**config.mk**
```make
export PLATFORM = sky130hd
export DESIGN_NAME = cla_seq_adder
export DESIGN_NICKNAME = d
export VERILOG_FILES = /design/src/rtl/cla_pkg.sv /design/src/rtl/cla_nibble.sv /design/src/rtl/cla_seq_adder.sv
export SDC_FILE = /design/constraint.sdc
export NUM_CORES = 1
export LEC_CHECK = 0
export ABC_AREA = 1
export CELL_PAD_IN_SITES_DETAIL_PLACEMENT = 0
export CELL_PAD_IN_SITES_GLOBAL_PLACEMENT = 1
export CORE_ASPECT_RATIO = 1.5
export CORE_MARGIN = 2
export CORE_UTILIZATION = 39
export DETAILED_ROUTE_END_ITERATION = 6
export GPL_TIMING_DRIVEN = 1
export PLACE_DENSITY_LB_ADDON = 0.1
export SETUP_SLACK_MARGIN = 0.02
export SLEW_MARGIN = 20
export SYNTH_ARGS = -nofsm -noshare
export SYNTH_HDL_FRONTEND = slang
export SYNTH_SLANG_ARGS = --single-unit
```
**constraint.sdc**
```tcl
create_clock -name clk -period 4.6 [get_ports clk]
set_input_delay 0.46 -clock clk [delete_from_list [all_inputs] [get_ports clk]]
set_output_delay 0.46 -clock clk [all_outputs]
set_load 0.05 [all_outputs]
```
**src/rtl/cla_pkg.sv**
```systemverilog
// Shared types for the sequential carry-lookahead adder: FSM state encoding
// and the nibble type handled by the 4-bit lookahead slice.
package cla_pkg;

    typedef enum logic [1:0] {
        IDLE,
        RUN,
        DONE
    } cla_state_t;

    localparam int NIB_W = 4;

    typedef logic [NIB_W-1:0] nib_t;

endpackage

```
**src/rtl/cla_nibble.sv**
```systemverilog
// Purely combinational 4-bit carry-lookahead slice. All four carries are
// formed in one level from generate/propagate terms; nothing ripples.
// c[3] is the group carry out of the nibble.
module cla_nibble
    import cla_pkg::*;
(
    input  nib_t       a,
    input  nib_t       b,
    input  logic       cin,
    output nib_t       s,
    output logic [3:0] c
);

    nib_t g;
    nib_t p;

    assign g = a & b;
    assign p = a | b;

    // Flattened lookahead equations: each carry depends only on g, p and cin.
    always_comb begin
        c[0] = g[0] | (p[0] & cin);
        c[1] = g[1] | (p[1] & g[0]) | (p[1] & p[0] & cin);
        c[2] = g[2] | (p[2] & g[1]) | (p[2] & p[1] & g[0])
             | (p[2] & p[1] & p[0] & cin);
        c[3] = g[3] | (p[3] & g[2]) | (p[3] & p[2] & g[1])
             | (p[3] & p[2] & p[1] & g[0]) | (p[3] & p[2] & p[1] & p[0] & cin);
    end

    assign s = a ^ b ^ {c[2:0], cin};

endmodule

```
**src/rtl/cla_seq_adder.sv**
```systemverilog
// Multi-cycle WIDTH-bit adder: one 4-bit lookahead slice is reused once per
// nibble, least significant first, with the group carry held in a register
// between steps. valid/ready handshake on both sides, no result overlap.
// Optional build macro: CLA_SEQ_OVF_EN adds the registered signed-overflow
// output ovf.
//
// state | meaning
// IDLE  | waiting for operands, in_ready high
// RUN   | one nibble per cycle through the slice
// DONE  | result presented, held until out_ready
module cla_seq_adder
    import cla_pkg::*;
#(
    parameter int WIDTH = 16
)
(
    input  logic             clk,
    input  logic             rst,
    input  logic             in_valid,
    output logic             in_ready,
    input  logic [WIDTH-1:0] a,
    input  logic [WIDTH-1:0] b,
    input  logic             cin,
    output logic             out_valid,
    input  logic             out_ready,
    output logic             cout,
`ifdef CLA_SEQ_OVF_EN
    output logic             ovf,
`endif
    output logic [WIDTH-1:0] sum
);

    localparam int NIB   = WIDTH / NIB_W;
    localparam int IDX_W = (NIB > 1) ? $clog2(NIB) : 1;

    typedef logic [IDX_W-1:0] idx_t;

    if (((WIDTH % NIB_W) != 0) || (WIDTH < NIB_W)) begin : g_width_check
        $error("cla_seq_adder: WIDTH must be a multiple of 4 and at least 4");
    end

    cla_state_t      state;
    cla_state_t      state_nxt;
    nib_t [NIB-1:0]  a_reg;
    nib_t [NIB-1:0]  b_reg;
    nib_t [NIB-1:0]  sum_reg;
    logic            carry_reg;
    idx_t            idx;
    logic            cout_reg;
    nib_t            nib_s;
    logic [3:0]      nib_c;
    logic            accept;
    logic            last;

    // Only the group carry (and c2 for overflow) leaves the slice.
`ifdef CLA_SEQ_OVF_EN
    logic            ovf_reg;
    logic [1:0]      nib_c_unused;
    assign nib_c_unused = nib_c[1:0];
`else
    logic [2:0]      nib_c_unused;
    assign nib_c_unused = nib_c[2:0];
`endif

    cla_nibble u_nibble (
        .a   (a_reg[idx]),
        .b   (b_reg[idx]),
        .cin (carry_reg),
        .s   (nib_s),
        .c   (nib_c)
    );

    assign accept = in_valid && in_ready;
    assign last   = (idx == idx_t'(NIB - 1));

    // State register.
    always_ff @(posedge clk) begin
        if (rst) begin
            state <= IDLE;
        end else begin
            state <= state_nxt;
        end
    end

    // Next-state and handshake outputs; out_ready only matters in DONE.
    always_comb begin
        state_nxt = state;
        in_ready  = 1'b0;
        out_valid = 1'b0;
        case (state)
            IDLE: begin
                in_ready = 1'b1;
                if (in_valid) begin
                    state_nxt = RUN;
                end
            end
            RUN: begin
                if (last) begin
                    state_nxt = DONE;
                end
            end
            DONE: begin
                out_valid = 1'b1;
                if (out_ready) begin
                    state_nxt = IDLE;
                end
            end
            default: begin
                state_nxt = IDLE;
            end
        endcase
    end

    // Operand capture at the handshake, then one nibble step per RUN cycle.
    always_ff @(posedge clk) begin
        if (rst) begin
            a_reg     <= '0;
            b_reg     <= '0;
            sum_reg   <= '0;
            carry_reg <= 1'b0;
            idx       <= '0;
            cout_reg  <= 1'b0;
`ifdef CLA_SEQ_OVF_EN
            ovf_reg   <= 1'b0;
`endif
        end else begin
            case (state)
                IDLE: begin
                    if (accept) begin
                        a_reg     <= a;
                        b_reg     <= b;
                        carry_reg <= cin;
                        idx       <= '0;
                        sum_reg   <= '0;
                        cout_reg  <= 1'b0;
`ifdef CLA_SEQ_OVF_EN
                        ovf_reg   <= 1'b0;
`endif
                    end
                end
                RUN: begin
                    sum_reg[idx] <= nib_s;
                    carry_reg    <= nib_c[3];
                    if (last) begin
                        cout_reg <= nib_c[3];
`ifdef CLA_SEQ_OVF_EN
                        ovf_reg  <= nib_c[3] ^ nib_c[2];
`endif
                    end else begin
                        idx <= idx + idx_t'(1);
                    end
                end
                default: begin
                end
            endcase
        end
    end

    assign sum  = sum_reg;
    assign cout = cout_reg;
`ifdef CLA_SEQ_OVF_EN
    assign ovf  = ovf_reg;
`endif

endmodule

```
==> flow_metrics.py <==
metrics = {
    "critical_path": {
        "cpMostUsedCell": "nand2_1",
        "r2r_start": "idx[0]",
        "cp-end-kind": "flop",
        "worst_r2r_path_depth": 7,
        "crit_chain": "inv_4 > nand2_1 > a32oi_1 > fa_1 > xor2_1 > nand2_1 > a21oi_1",
        "path_class": "flop to flop",
        "cp.required_ps": 4820,
        "slowest_delay_ps": 810,
        "crit_path_top_delay_cell": "dfxtp_1",
        "r2r_end": "sum[1]",
        "path_max_fanout": 21,
        "cp_top_family": "flip-flops",
        "worstSetupStartpointType": "flop",
        "cp.buffers_inverters": 1,
        "r2r_setup_slack_ps": 2150,
        "crit_arrival_ps": 2660,
    },
    "yosys": {
        "synthCells": 345,
        "syn_area_per_cell_um2": 7.359,
        "synth_top_area_share_pct": 42.58,
        "synthesis.area_mm2": 0.002539,
        "seq_area_frac_synth_pct": 42.58,
        "synth_cell_type_count": 25,
        "ys_top_cells_by_area": "dfxtp_1 (43%), nor2_1 (10%), nand2_1 (9.9%)",
        "synth_top_cell_by_area": "dfxtp_1",
        "syn_nets": 395,
        "ys.warnings.count": 0,
        "synth_seq_cells": 54,
    },
    "floorplan": {
        "die-area_mm2": 0.007184,
        "chipWidth_um": 69.88,
        "core_area_mm2": 0.006396,
        "die_y_um": 102.8,
        "rows": 36,
        "io_pins": 56,
        "start_util_pct": 39.69,
    },
    "clock_network": {
        "ctsHoldBuffers": 0,
        "cts_root_buf": "clkbuf_8",
        "clk_latency_ps": 310,
        "htree_num_levels": 2,
        "tritoncts": "built",
        "clkSlewWorstSetupHoldPaths_ps": 100,
        "cts_buffer_depth": 2,
        "cts_sinks": 54,
        "cts_buffers": 5,
        "cts_setup_buffers": 0,
        "cts-resized-gates": 0,
    },
    "global_route": {
        "antenna_found_initial": 0,
        "grt_max_degree": 40,
        "grt_overflow": 0,
        "grt_pass1_vias": 2093,
        "grt_pass1_wl_um": 9459,
        "grt.total_usage_pct": 16.46,
    },
    "placement": {
        "place_area_mm2": 0.003070,
        "routabilityCongestion": 0.8270,
        "dp_hpwl_um": 4183,
        "numPortBuffers": 55,
    },
    "sta": {
        "rsz0062_at_grt": "no",
        "min_period_over_period_pct": 53.17,
        "fin_crit_ps": 2446,
        "setup_viol": 0,
        "final.setup.tns_ps": 0,
        "fin_hold_ws_ps": 464.2,
        "worstMarginPinSlew_ps": 899.4,
        "max_slew_margin_pct": 39.97,
        "final_max_slew_viol_count": 0,
        "hold_viol": 0,
        "max_freq_ghz": 0.4089,
        "fin_worst_skew_ps": 13.75,
    },
    "worst_hold_path": {
        "hold_depth": 2,
        "min_path_type": "flop to flop",
        "worstHoldEndpoint": "sum[2]",
        "hp-start": "sum[2]",
    },
    "final_layout": {
        "layout_common_cells": "nor2_1 (69), nand2_1 (67), clkdlybuf4s50_1 (55), dfxtp_1 (54), a21oi_1 (31)",
        "diodes": 0,
        "final_common_cell": "nor2_1",
        "syn2layout_area_growth_pct": 25.14,
        "drive_gt1_share_pct": 5.612,
        "nets": 441,
        "final_cell_area_mm2": 0.003177,
    },
    "drt": {
        "wl_per_cell_um": 11.90,
        "vias": 2220,
        "drt_pass1_iterations": 4,
        "drc": 0,
        "drt_iter0_markers": 70,
        "via_per_inst": 4.744,
        "wl_um": 5569,
        "ant_nets": 0,
    },
    "outcome": {
        "outcome": "finished clean",
    },
    "flow_run": {
        "drv_cap": 0,
    },
    "pwr": {
        "max-vdd-ir-drop_v": 0.0002084,
        "p_per_area_mw_per_mm2": 354.0,
        "power_leakage_nw": 1.308,
    },
}
worst min-delay path, stage by stage, from the launching register on:
cell and delay [ps]:
dfxtp_1 320, nand2_1 60, a21oi_1 50
power by group:
part | switching [mW] | internal [mW] | total (mW) | leakage (nW)
clock | 0.149 | 0.163 | 0.312 | 0.0524
sequential | 0.0249 | 0.502 | 0.527 | 0.444
combinational | 0.176 | 0.110 | 0.286 | 0.811
synth_stat cells, drive strengths merged:
library cell	number
nand3	13
clkbuf	6
a211oi	1
xor2	1
inv	30
ha	12
buf	10
nor2	71
o21ai	36
a32oi	8
clkinv	1
nand2	70
a21oi	31
dfxtp	54
fa	1
layer usage:
layer	part of all wire, %	vias up	GRT usage [%]	wire length [um]
met1	42	967	18.46	2333
met5	0	-	0	0
li1	-	1199	-	-
met3	2.6	12	2.346	144
met2	52	42	30.92	2908
met4	3.3	0	7.249	184
worst max path at each step:
stage	start	endpoint	slack, ps	cells after the start
floorplan	idx[0]	carry_reg	2740	13
global placement	rst	b_reg[3]	1990	4
detailed placement	rst	b_reg[3]	1970	4
CTS	idx[0]	carry_reg	2150	11
global route	idx[0]	cout	1910	11
finish	idx[0]	sum[1]	2150	7
cells by family (layout without fill, tap and decap cells):
group / count (synthesis) / count (layout) / share of synthesized area, %
flip-flops: 54 / 54 / 42.58
XOR/XNOR: 1 / 1 / 0.3451
buffers and inverters: 47 / 94 / 9.167
AND/OR/NAND/NOR: 154 / 154 / 24.30
adder cells (fa/ha/maj): 13 / 13 / 6.703
AO/OA/AOI/OAI: 76 / 76 / 16.91
metrics by stage:
step	total power [mW]	cells	setup slack [ps]	util, %
global placement	0.8248	460	1990	48.00
global route	1.193	468	1908	49.67
detailed placement	0.8278	460	1972	48.00
CTS	1.140	468	2149	49.67
finish	1.125	468	2154	49.67
floorplan	0.7420	345	2744	-
area by class of cell:
| cell class | count | area [um^2] |
|---|---|---|
| Sequential cell | 54 | 1081 |
| Timing Repair Buffer | 55 | 550.5 |
| Clock buffer | 7 | 76.32 |
| Multi-Input combinational cell | 244 | 1225 |
| Fill cell | 666 | 3219 |
| Inverter | 31 | 118.9 |
| Tap cell | 76 | 95.09 |
| Clock inverter | 1 | 30.03 |
Power figures use the tool's default switching activity.
